$ cat config.mk
export PLATFORM = sky130hd
export DESIGN_NAME = bus_arbiter
export DESIGN_NICKNAME = d
export VERILOG_FILES = /design/src/rtl/bus_arbiter.sv
export SDC_FILE = /design/constraint.sdc
export NUM_CORES = 1
export LEC_CHECK = 0
export ABC_AREA = 0
export CORE_ASPECT_RATIO = 1.75
export CORE_MARGIN = 2
export CORE_UTILIZATION = 44
export CTS_CLUSTER_SIZE = 25
export DETAILED_ROUTE_END_ITERATION = 16
export GPL_TIMING_DRIVEN = 0
export MAX_ROUTING_LAYER = met4
export PLACE_DENSITY = 0.87
export SKIP_LAST_GASP = 1
export SLEW_MARGIN = 20
export SYNTH_ARGS = -nofsm -noshare
export SYNTH_HDL_FRONTEND = slang
export SYNTH_SLANG_ARGS = --single-unit
$ cat constraint.sdc
create_clock -name clk -period 4.6 [get_ports clk]
set_clock_uncertainty 0.15 [all_clocks]
set_input_delay 1.15 -clock clk [delete_from_list [all_inputs] [get_ports clk]]
set_output_delay 1.15 -clock clk [all_outputs]
set_load 0.02 [all_outputs]
$ cat src/rtl/bus_arbiter.sv
// Two-master round-robin arbiter for the external data bus: one transaction at a
// time, registered handshakes, and a timeout abort when the slave never acks.
module bus_arbiter #(
  parameter int unsigned TIMEOUT = 15,
  parameter int unsigned ADDR_W  = 32,
  parameter int unsigned DATA_W  = 32
) (
  input  logic              clk,
  input  logic              rst,
  input  logic              m0_req,
  input  logic [ADDR_W-1:0] m0_addr,
  input  logic [DATA_W-1:0] m0_wdata,
  input  logic              m0_wr_rd,
  output logic              m0_gnt,
  output logic              m0_done,
  output logic              m0_err,
  output logic [DATA_W-1:0] m0_rdata,
  input  logic              m1_req,
  input  logic [ADDR_W-1:0] m1_addr,
  input  logic [DATA_W-1:0] m1_wdata,
  input  logic              m1_wr_rd,
  output logic              m1_gnt,
  output logic              m1_done,
  output logic              m1_err,
  output logic [DATA_W-1:0] m1_rdata,
  output logic [ADDR_W-1:0] addr,
  output logic              cs,
  output logic              wr_rd,
  output logic [DATA_W-1:0] data_bus_write,
  input  logic [DATA_W-1:0] data_bus_read,
  input  logic              ack
);

  localparam int unsigned CNT_W = $clog2(TIMEOUT + 1);
  localparam logic [CNT_W-1:0] CNT_LAST = CNT_W'(TIMEOUT - 1);

  typedef enum logic {IDLE, BUSY} state_t;

  state_t            state, state_n;
  logic [CNT_W-1:0]  cnt, cnt_n;
  logic              owner, owner_n;
  logic              last, last_n;
  logic              sel;
  logic [ADDR_W-1:0] addr_n;
  logic              wr_rd_n;
  logic [DATA_W-1:0] wdata_n;
  logic              m0_gnt_n, m1_gnt_n, m0_done_n, m1_done_n, m0_err_n, m1_err_n;
  logic [DATA_W-1:0] m0_rdata_n, m1_rdata_n;

  // cs tracks BUSY directly; state is registered, so there is no input-to-output path
  assign cs = (state == BUSY);

  always_ff @(posedge clk) begin
    if (rst) begin
      state          <= IDLE;
      cnt            <= '0;
      owner          <= 1'b0;
      last           <= 1'b1;
      addr           <= '0;
      wr_rd          <= 1'b0;
      data_bus_write <= '0;
      m0_gnt         <= 1'b0;
      m1_gnt         <= 1'b0;
      m0_done        <= 1'b0;
      m1_done        <= 1'b0;
      m0_err         <= 1'b0;
      m1_err         <= 1'b0;
      m0_rdata       <= '0;
      m1_rdata       <= '0;
    end else begin
      state          <= state_n;
      cnt            <= cnt_n;
      owner          <= owner_n;
      last           <= last_n;
      addr           <= addr_n;
      wr_rd          <= wr_rd_n;
      data_bus_write <= wdata_n;
      m0_gnt         <= m0_gnt_n;
      m1_gnt         <= m1_gnt_n;
      m0_done        <= m0_done_n;
      m1_done        <= m1_done_n;
      m0_err         <= m0_err_n;
      m1_err         <= m1_err_n;
      m0_rdata       <= m0_rdata_n;
      m1_rdata       <= m1_rdata_n;
    end
  end

  // Next-state logic also computes the next value of every registered output.
  always_comb begin
    state_n    = state;
    cnt_n      = cnt;
    owner_n    = owner;
    last_n     = last;
    sel        = 1'b0;
    addr_n     = addr;
    wr_rd_n    = wr_rd;
    wdata_n    = data_bus_write;
    m0_gnt_n   = 1'b0;
    m1_gnt_n   = 1'b0;
    m0_done_n  = 1'b0;
    m1_done_n  = 1'b0;
    m0_err_n   = 1'b0;
    m1_err_n   = 1'b0;
    m0_rdata_n = m0_rdata;
    m1_rdata_n = m1_rdata;

    unique case (state)
      IDLE: begin
        if (m0_req || m1_req) begin
          sel      = (m0_req && m1_req) ? ~last : m1_req;
          state_n  = BUSY;
          owner_n  = sel;
          last_n   = sel;
          cnt_n    = '0;
          addr_n   = sel ? m1_addr  : m0_addr;
          wr_rd_n  = sel ? m1_wr_rd : m0_wr_rd;
          wdata_n  = sel ? m1_wdata : m0_wdata;
          m0_gnt_n = ~sel;
          m1_gnt_n = sel;
        end
      end
      BUSY: begin
        if (ack) begin
          state_n = IDLE;
          if (owner) begin
            m1_done_n  = 1'b1;
            m1_rdata_n = data_bus_read;
          end else begin
            m0_done_n  = 1'b1;
            m0_rdata_n = data_bus_read;
          end
        end else if (cnt == CNT_LAST) begin
          state_n = IDLE;
          if (owner) begin
            m1_done_n  = 1'b1;
            m1_err_n   = 1'b1;
            m1_rdata_n = '0;
          end else begin
            m0_done_n  = 1'b1;
            m0_err_n   = 1'b1;
            m0_rdata_n = '0;
          end
        end else begin
          cnt_n = cnt + 1'b1;
        end
      end
      default: state_n = IDLE;
    endcase
  end

endmodule

* Yosys cells after proc, flatten, opt, wreduce, memory -nomap -nowiden
Index checks and enable logic that the tools add are counted.
Cells by class: bitwise operators 5, add/sub/neg operators 1, muxes and demuxes 26, eq/ne operators 4, reductions and logical operators 10
Operators by type and width (number):
- 2-to-1 mux 32 bit | 10
- 2-to-1 mux 4 bit | 3
- 2-to-1 mux 1 bit | 11
- AND reduction 3 bit | 3
- one-hot mux 4 bit (2 select lines) | 1
- != test 2 bit, second input constant | 3
- OR reduction 3 bit | 2
- inverter 1 bit | 5
- adder 4 x 1 -> 4 bit, second input constant | 1
- == test 4 bit, second input constant | 1
- one-hot mux 1 bit (2 select lines) | 1
- AND reduction 2 bit | 1
- nonzero test 2 bit | 1
- OR reduction 2 bit | 1
- logical AND 1 bit | 1
- logical OR 1 bit | 1
Word-level totals: logic and storage cells 61, flip-flop bits (word level) 142

* Longest topological paths before layout
Gate-level depths: netlist of the first run.
word-level depth 4, depth in mapped cells 8, mapped depth without buffers 5

* Worst setup path after synthesis of the first run
No wires, ideal clock.
path kind input port to flip-flop, start point in m1_req, end point reg addr[10], data arrival time 2014 ps, stages on the path 6, buffers on the path 3, slack 2350 ps, cell sequence a21boi_2 -> buf_4 -> buf_8 -> buf_12 -> mux2i_1 -> a211oi_1
Between the ends: cells in the longest elaborated chain, start to end 3, elaborated cells on any way between the ends 5
RTL lines:
- from (decl) | RTL line 18 | input logic m1_req,
- logical AND 1 bit | RTL line 111 | sel = (m0_req && m1_req) ? ~last : m1_req;
- 2-to-1 mux 1 bit | RTL line 111
- 2-to-1 mux 32 bit | RTL line 116 | addr_n = sel ? m1_addr : m0_addr;
- to (signal assigned) | RTL line 75 | addr <= addr_n;
- to (decl) | RTL line 26 | output logic [ADDR_W-1:0] addr,
Parallel ways exist; a longest one is shown, timed or not. A chain may end at the register's enable or synchronous reset.

* Worst setup path in the final report of the first run
start point reg state, in the netlist cs, end point out cs
RTL lines:
- from (decl) | RTL line 39 | state_t state, state_n;
- from (signal assigned) | RTL line 71 | state <= state_n;
- to (decl) | RTL line 27 | output logic cs,
No word-level cell between the ends.

==> results.py, run 1 <==
metrics = {
    "clock_tree": {
        "clk_pin_slew_ns": 0.06,
        "ctsHoldBuffers": 0,
        "post-cts-setup-buffers": 0,
        "cts_inserted_buffers": 17,
        "cts_sinks": 142,
        "cts_max_level": 4,
        "insertion_delay_ns": 0.41,
        "cts_tree": "done",
        "clockRootBuffer": "clkbuf_16",
        "clockBufferDepth": 2,
        "cts_resized": 0,
    },
    "logic_synthesis": {
        "synthTopCellsByArea": "dfxtp_1 (47%), a211oi_1 (12%), mux2i_1 (11%), a21oi_1 (8.2%), nor2_1 (4.1%)",
        "yosysWarnings": 0,
        "ys_seq_elements": 142,
        "synthArstFlopShare": 0,
        "synth_cell_types": 40,
        "yosys.area.top_type": "dfxtp_1",
        "syn_inst": 641,
        "ys_seq_area_frac": 0.469,
        "synth_edf_count": 0,
        "avgSynthCellArea_um2": 9.46,
        "synth.top_cell.area_share": 0.469,
        "synth_common_cells": "dfxtp_1 (142), a21oi_1 (99), a211oi_1 (96)",
        "synthFlopType": "dfxtp_1",
        "synth.most_common_cell": "dfxtp_1",
        "syn_nets": 810,
        "syn_area_um2": 6070,
    },
    "layout": {
        "nNetsFinal": 1130,
        "area_growth_pct": 62.9,
        "final_util": 0.734,
        "drive_gt1_frac": 0.0791,
        "diodes": 0,
    },
    "setup_path": {
        "reg2regPathDepth": 7,
        "worstPathMaxFanout": 10,
        "criticalPathCategory": "reg2out",
        "cp.depth": 1,
        "cp-end-kind": "output pin",
        "crit_buf_inv": 1,
        "critical_path_arrival_ns": 1.60,
        "crit_chain": "clkdlybuf4s50_1",
        "cp-start-kind": "flip-flop",
        "cp_slowest_cell": "clkdlybuf4s50_1",
        "critPathTopFamily": "buffers and inverters",
        "crit_required_ns": 3.30,
        "cp_slowest_stage_delay_ns": 0.70,
    },
    "placement": {
        "dp_hpwl_mm": 16.4,
        "gp_congestion": 0.843,
        "dp_slack_ns": 1.58,
        "io_buffers": 301,
    },
    "global_route": {
        "grt_overflow_total": 0,
        "grt_max_degree": 17,
        "grt_pass1_wl_mm": 33.5,
        "first_global_vias": 6485,
        "track_usage": 0.295,
        "antenna_found_initial": 0,
    },
    "sta": {
        "layout_min_cycle_time_ns": 2.90,
        "period_share": 0.631,
        "fin_setup_tns_ns": 0,
        "maxSlewViolCount": 0,
        "grt_setup_unrepaired": "no",
        "timing.hold.ws_ns": 0.345,
        "slew_headroom": 0.528,
        "worstMarginPinSlew_ns": 0.707,
        "setup_viol": 0,
        "hold_violations": 0,
        "fmax_ghz": 0.345,
        "fin_ws_ns": 1.70,
    },
    "floorplanning": {
        "fp.dieH_um": 159,
        "initial_core_util": 0.451,
        "pin_count": 303,
        "die_width_um": 92.8,
        "dieArea_um2": 14800,
        "placementRows": 56,
        "fp.coreArea_um2": 13500,
    },
    "pwr": {
        "p_per_area_nw_per_um2": 352,
        "finalPower_mw": 3.47,
        "vdd_drop_max_mv": 0.243,
        "p_leak_nw": 3.50,
    },
    "drt": {
        "drt_iter0_drc": 229,
        "drcViolationCount": 0,
        "num_vias": 6299,
        "drt-total-wl_mm": 21.4,
        "final_antenna_net_count": 0,
        "dr.pass1.iters": 6,
        "detail_route.wl_per_cell_um": 18.6,
        "viasPerCell": 5.49,
    },
    "run_status": {
        "status": "completed",
    },
    "flow_run": {
        "drv_cap": 0,
    },
    "hold_path": {
        "holdPathStages": 2,
        "min_path_type": "reg2reg",
    },
}
==> final cells by class <==
class | count | area (µm²)
inverters | 3 | 11.3
fillers | 986 | 3570
repair buffers | 301 | 3010
flip-flops and latches | 142 | 2840
well taps | 174 | 218
multi-input cells | 426 | 2820
clock buffers | 19 | 443
clock inverters | 13 | 140
plain buffers | 70 | 395
==> metrics by stage <==
stage	cell area (µm²)	instances
2_1_floorplan	6070	641
3_3_place_gp	9300	1116
3_5_place_dp	9300	1116
4_1_cts	9880	1148
5_1_grt	9880	1148
6_report	9880	1148
==> flip-flops by register name, indices dropped and copies added, names as in the netlist <==
| signal | count |
|---|---|
| addr | 32 |
| cs | 1 |
| wr_rd | 1 |
| m1_done | 1 |
| m0_gnt | 1 |
| cnt | 4 |
| m0_err | 1 |
| last | 1 |
| m1_rdata | 32 |
| m1_gnt | 1 |
| m0_rdata | 32 |
| m0_done | 1 |
| data_bus_write | 32 |
| owner | 1 |
| m1_err | 1 |
==> report_power, final <==
part           internal [mW]  total, mW  leakage (nW)  switching, mW
registers               1.31       1.36          1.16         0.0458
logic                  0.375      0.755          2.06          0.381
clock network          0.814       1.36         0.276          0.549
total                   2.50       3.47          3.50          0.975
==> path summary, 6_finish.rpt <==
path                                        start                end  slack [ns]
worst min-delay path            data_bus_write[8]  data_bus_write[8]        0.35
worst min register to register  data_bus_write[8]  data_bus_write[8]        0.35
worst max register to register             cnt[0]       m1_rdata[26]        2.54
worst max-delay path                           cs                 cs        1.70
==> layer usage <==
metal / GRT usage / share of wire
met1: 0.292 / 0.35
met2: 0.561 / 0.56
met3: 0.0639 / 0.064
met4: 0.0963 / 0.025
met5: - / 0
==> tightest hold or removal path, stage by stage, from the launching register on <==
cell and delay, ns:
dfxtp_1 0.31, nor2_1 0.09, a211oi_1 0.05
==> cells in the final DEF, fill, tap and decap left out, types with 2 or more instances in the layout <==
master           instances
clkdlybuf4s50_1        301
dfxtp_1                142
a21oi_1                 99
a211oi_1                96
nor2_1                  67
mux2i_1                 65
clkbuf_1                33
nand2_1                 33
a311oi_1                26
buf_2                   23
clkbuf_16               17
buf_4                    6
a311oi_2                 6
buf_6                    5
clkinvlp_4               4
inv_1                    3
and3_1                   3
nand3_1                  3
clkinv_2                 3
and3b_1                  2
buf_12                   2
o21bai_1                 2
or3_1                    2
o211ai_1                 2
or4_1                    2
ha_1                     2
inv_6                    2
bufinv_16                2
clkinv_4                 2
==> kinds of logic (layout without fill, tap and decap cells) <==
kind of cell             Yosys count  in the layout  synth area share
buffers and inverters             73            406            0.0670
multiplexers                      65             65             0.107
flip-flops                       142            142             0.469
AND/OR/NAND/NOR                  119            119            0.0825
AO/OA/AOI/OAI                    240            240             0.270
adder cells (fa/ha/maj)            2              2           0.00412
Note: power is estimated with default switching activity, not from simulation.
==> inputs of run 2 (changes only) <==
--- a/config.mk
+++ b/config.mk
@@ -8,12 +8,12 @@
 export ABC_AREA = 0
 export CORE_ASPECT_RATIO = 1.75
 export CORE_MARGIN = 2
-export CORE_UTILIZATION = 44
+export CORE_UTILIZATION = 40
 export CTS_CLUSTER_SIZE = 25
 export DETAILED_ROUTE_END_ITERATION = 16
 export GPL_TIMING_DRIVEN = 0
 export MAX_ROUTING_LAYER = met4
-export PLACE_DENSITY = 0.87
+export PLACE_DENSITY = 0.8
 export SKIP_LAST_GASP = 1
 export SLEW_MARGIN = 20
 export SYNTH_ARGS = -nofsm -noshare
==> constraint.sdc (replaced) <==
create_clock -name clk -period 2.7 [get_ports clk]
set_clock_uncertainty 0.15 [all_clocks]
set_input_delay 0.675 -clock clk [delete_from_list [all_inputs] [get_ports clk]]
set_output_delay 0.675 -clock clk [all_outputs]
set_load 0.02 [all_outputs]
==> run 2 against run 1 <==
  * Flip-flop and latch count did not move
  * Die area rose by 9.7%
  * Global-route usage fell by 3.4 points
  * Critical path depth did not move
  * Largest power group is now clock
  * Sequential power rose by 70%
  * Routed wire length fell by 2.2%
  * Clock power rose by 90%
  * Final cell count rose by 0.70%
  * Count of clock-buffer cells in the layout fell by 1
==> results.py, run 2 (synthesis results as in run 1) <==
metrics = {
    "layout": {
        "nNetsFinal": 1130,
        "final_common_cell": "clkdlybuf4s50_1",
        "nFillCells": 1182,
        "diodes": 0,
        "final_cell_mix": "clkdlybuf4s50_1 (301), dfxtp_1 (142), a21oi_1 (99)",
        "drive_gt1_frac": 0.0791,
        "area_growth_pct": 64.2,
    },
    "pwr": {
        "vdd_drop_max_mv": 0.374,
        "p_leak_nw": 3.54,
        "p_per_area_nw_per_um2": 620,
        "finalPower_mw": 6.17,
    },
    "drt": {
        "viasPerCell": 5.36,
        "dr.pass1.iters": 5,
        "final_antenna_net_count": 0,
        "drt_iter0_drc": 167,
        "drcViolationCount": 0,
        "detail_route.wl_per_cell_um": 18.1,
        "num_vias": 6201,
        "drt-total-wl_mm": 20.9,
    },
    "clock_tree": {
        "clockRootBuffer": "clkbuf_16",
        "post-cts-setup-buffers": 0,
        "cts_max_level": 4,
        "ctsHoldBuffers": 0,
        "cts_tree": "done",
        "clockBufferDepth": 2,
        "clk_pin_slew_ns": 0.06,
        "cts_sinks": 142,
        "insertion_delay_ns": 0.41,
        "cts_inserted_buffers": 17,
        "cts_resized": 0,
    },
    "sta": {
        "fin_setup_tns_ns": 0,
        "grt_setup_unrepaired": "no",
        "maxSlewViolCount": 0,
        "layout_min_cycle_time_ns": 2.46,
        "hold_violations": 0,
        "fmax_ghz": 0.407,
        "worstMarginPinSlew_ns": 0.658,
        "slew_headroom": 0.561,
        "setup_viol": 0,
        "period_share": 0.911,
    },
    "setup_path": {
        "critPathTopFamily": "buffers and inverters",
        "crit_buf_inv": 1,
        "worstPathMaxFanout": 10,
        "criticalPathCategory": "reg2out",
        "cp_slowest_cell": "clkdlybuf4s50_1",
        "crit_chain": "clkdlybuf4s50_1",
        "critical_path_arrival_ns": 1.63,
        "cp-start-kind": "flip-flop",
        "crit_required_ns": 1.88,
        "cp-end-kind": "output pin",
        "cp_slowest_stage_delay_ns": 0.74,
    },
    "global_route": {
        "grt_pass1_wl_mm": 33.0,
        "grt_overflow_total": 0,
        "first_global_vias": 6190,
        "grt_max_degree": 17,
        "antenna_found_initial": 0,
        "track_usage": 0.261,
    },
    "floorplanning": {
        "fp.dieH_um": 167,
        "pin_count": 303,
        "placementRows": 59,
        "die_width_um": 97.1,
        "initial_core_util": 0.409,
        "dieArea_um2": 16200,
        "fp.coreArea_um2": 14800,
    },
    "placement": {
        "gp_congestion": 0.836,
        "io_buffers": 301,
        "dp_hpwl_mm": 16.5,
    },
    "run_status": {
        "status": "completed",
    },
    "flow_run": {
        "drv_cap": 0,
    },
    "hold_path": {
        "min_path_type": "reg2reg",
    },
}
-- run 2: path summary, 6_finish.rpt --
path	depth (start not counted)	endpoint	slack, ns	startpoint
setup / recovery	1	cs	0.24	cs
setup reg to reg	8	m0_rdata[20]	0.69	cnt[0]
hold / removal	2	addr[2]	0.35	addr[2]
hold reg to reg	2	addr[2]	0.35	addr[2]
-- run 2: where the power goes --
part	internal [mW]	switching (mW)
registers	2.23	0.0741
logic	0.638	0.643
clock network	1.67	0.920
-- run 2: metal layers --
metal  global-route usage  part of all wire  vias to the layer above  wire [µm]
met1                0.262              0.35                     2869       7370
met4               0.0925             0.025                        0        516
met5                    -                 0                        -          0
li1                     -                 -                     3034          -
met3               0.0571             0.059                       36       1240
met2                0.491              0.56                      262      11800
-- run 2: area by class of cell --
class                      instances  area [µm²]  area share
clock buffer                      18         439      0.0441
timing repair buffer             301        3010       0.303
inverter                           3        11.3     0.00113
buffer                            70         395      0.0397
sequential                       142        2840       0.285
tap                              183         229      0.0230
clock inverter                    13         210      0.0211
multi-input combinational        426        2820       0.283
-- run 2: tightest hold or removal path, cell delays in order, from the launching register on --
cell	delay [ns]
dfxtp_1	0.31
nor2_1	0.09
a211oi_1	0.05
-- run 2: stage by stage --
step,hold slack (ns),worst slack (ns),std cells,utilization,instance area (µm²)
floorplan,0.337,0.911,641,-,6070
global placement,0.335,0.160,1125,0.627,9310
detailed placement,0.340,0.170,1125,0.627,9310
CTS,0.348,0.216,1156,0.671,9960
global route,0.367,0.165,1156,0.671,9960
finish,0.347,0.242,1156,0.671,9960
==> inputs of run 3 (changes only) <==
--- a/config.mk
+++ b/config.mk
@@ -6,12 +6,12 @@
 export NUM_CORES = 1
 export LEC_CHECK = 0
 export ABC_AREA = 0
+export CAP_MARGIN = 20
 export CORE_ASPECT_RATIO = 1.75
 export CORE_MARGIN = 2
 export CORE_UTILIZATION = 40
 export CTS_CLUSTER_SIZE = 25
 export DETAILED_ROUTE_END_ITERATION = 16
-export GPL_TIMING_DRIVEN = 0
 export MAX_ROUTING_LAYER = met4
 export PLACE_DENSITY = 0.8
 export SKIP_LAST_GASP = 1
==> run 3 against run 2 <==
  * Register-to-register slack improved by 0.04 ns
  * Setup slack improved by 0.17 ns
  * Total power down 3.7%
  * Critical path depth did not move
  * Combinational power shrank 3%
  * Sequential share of layout area up 0.55 points
  * Maximum frequency increased by 7.7%
  * Die area stayed put
  * Via count decreased by 4.0%
  * Largest power group unchanged
==> results.py, run 3 (synthesis results as in run 1) <==
metrics = {
    "floorplanning": {
        "pin_count": 303,
        "dieArea_um2": 16200,
        "die_width_um": 97.1,
        "fp.coreArea_um2": 14800,
        "initial_core_util": 0.409,
        "fp.dieH_um": 167,
        "placementRows": 59,
    },
    "layout": {
        "regArea_um2": 2840,
        "final_cell_mix": "clkdlybuf4s50_1 (301), dfxtp_1 (141), a21oi_1 (99)",
        "final_cell_area_um2": 9770,
        "final_common_cell": "clkdlybuf4s50_1",
        "multi_input_area_um2": 2830,
        "final_cell_count_no_fill": 1106,
        "area_growth_pct": 61.1,
        "nFillCells": 1192,
        "nNetsFinal": 1078,
        "drive_gt1_frac": 0.0672,
    },
    "sta": {
        "setup_viol": 0,
        "fmax_ghz": 0.438,
        "timing.hold.ws_ns": 0.345,
        "worstMarginPinSlew_ns": 0.786,
        "maxSlewViolCount": 0,
        "period_share": 0.846,
        "grt_setup_unrepaired": "no",
        "slew_headroom": 0.476,
        "layout_min_cycle_time_ns": 2.28,
        "hold_violations": 0,
        "fin_setup_tns_ns": 0,
    },
    "setup_path": {
        "reg2regPathDepth": 6,
        "critical_path_arrival_ns": 1.46,
        "crit_required_ns": 1.88,
        "cp_slowest_stage_delay_ns": 0.68,
        "startpoint": "cs",
        "cp.depth": 1,
        "cp-end-kind": "output pin",
        "crit_buf_inv": 1,
        "crit_chain": "clkdlybuf4s50_1",
        "r2r_start": "cnt[0]",
        "critPathTopFamily": "buffers and inverters",
        "criticalPathCategory": "reg2out",
        "rrSetupSlack_ns": 0.73,
        "worstPathMaxFanout": 2,
        "cp-start-kind": "flip-flop",
        "cp_slowest_cell": "clkdlybuf4s50_1",
        "worstReg2RegEnd": "m1_rdata[22]",
        "endpoint": "cs",
    },
    "global_route": {
        "antenna_found_initial": 1,
        "first_global_vias": 5674,
        "grt_pass1_wl_mm": 30.3,
        "track_usage": 0.237,
        "grt_max_degree": 70,
        "grt_overflow_total": 0,
    },
    "drt": {
        "dr.pass1.iters": 4,
        "drt_iter0_drc": 215,
        "final_antenna_net_count": 0,
        "drt-total-wl_mm": 19.1,
        "drcViolationCount": 0,
        "viasPerCell": 5.38,
        "detail_route.wl_per_cell_um": 17.2,
        "num_vias": 5950,
    },
    "placement": {
        "placedCellCount": 1073,
        "place_area_um2": 9170,
        "gp_congestion": 0.838,
        "dp_hpwl_mm": 13.3,
        "io_buffers": 302,
    },
    "clock_tree": {
        "insertion_delay_ns": 0.41,
        "cts_max_level": 4,
        "cts_resized": 0,
        "clk_pin_slew_ns": 0.06,
        "ctsHoldBuffers": 0,
        "clockRootBuffer": "clkbuf_16",
        "post-cts-setup-buffers": 0,
        "cts_sinks": 142,
        "cts_tree": "done",
        "clockBufferDepth": 2,
        "cts_inserted_buffers": 17,
    },
    "pwr": {
        "p_leak_nw": 3.41,
        "p_per_area_nw_per_um2": 608,
        "vdd_drop_max_mv": 0.389,
    },
    "flow_run": {
        "drv_cap": 0,
    },
    "run_status": {
        "status": "completed",
    },
    "hold_path": {
        "min_path_type": "reg2reg",
    },
}
[run 3: layout make-up]
type,count,area share
timing repair buffer,319,0.332
tap,183,0.0234
multi-input combinational,426,0.290
clock inverter,13,0.0156
clock buffer,19,0.0463
inverter,3,0.00115
sequential,142,0.291
antenna,1,0.000256
[run 3: worst min path at each step]
stage | slack [ns] | start | cells after the start | endpoint
after detailed placement | 0.34 | data_bus_write[22] | 2 | data_bus_write[22]
after CTS | 0.35 | data_bus_write[30] | 2 | data_bus_write[30]
after global placement | 0.33 | data_bus_write[9] | 2 | data_bus_write[9]
after global routing | 0.37 | data_bus_write[27] | 2 | data_bus_write[27]
final | 0.35 | addr[25] | 2 | addr[25]
after floorplan | 0.34 | cnt[3] | 2 | cnt[3]
[run 3: stage by stage]
step	util	power [mW]	setup WS, ns
floorplan	-	2.95	0.911
global placement	0.618	3.57	0.281
detailed placement	0.618	3.59	0.241
CTS	0.658	6.00	0.386
global route	0.659	6.18	0.371
finish	0.659	5.94	0.417
[run 3: report_power, final]
part | switching, mW | total [mW] | internal [mW]
combinational | 0.607 | 1.24 | 0.633
sequential | 0.0695 | 2.30 | 2.23
clock | 0.969 | 2.40 | 1.43
[run 3: layer usage]
| layer | wire [µm] | up-vias | part of all wire | GRT usage |
|---|---|---|---|---|
| met5 | 0 | - | 0 | - |
| met4 | 463 | 0 | 0.024 | 0.0937 |
| met3 | 1060 | 26 | 0.056 | 0.0512 |
| met2 | 10000 | 236 | 0.53 | 0.410 |
| met1 | 7500 | 2764 | 0.39 | 0.265 |
| li1 | - | 2924 | - | - |
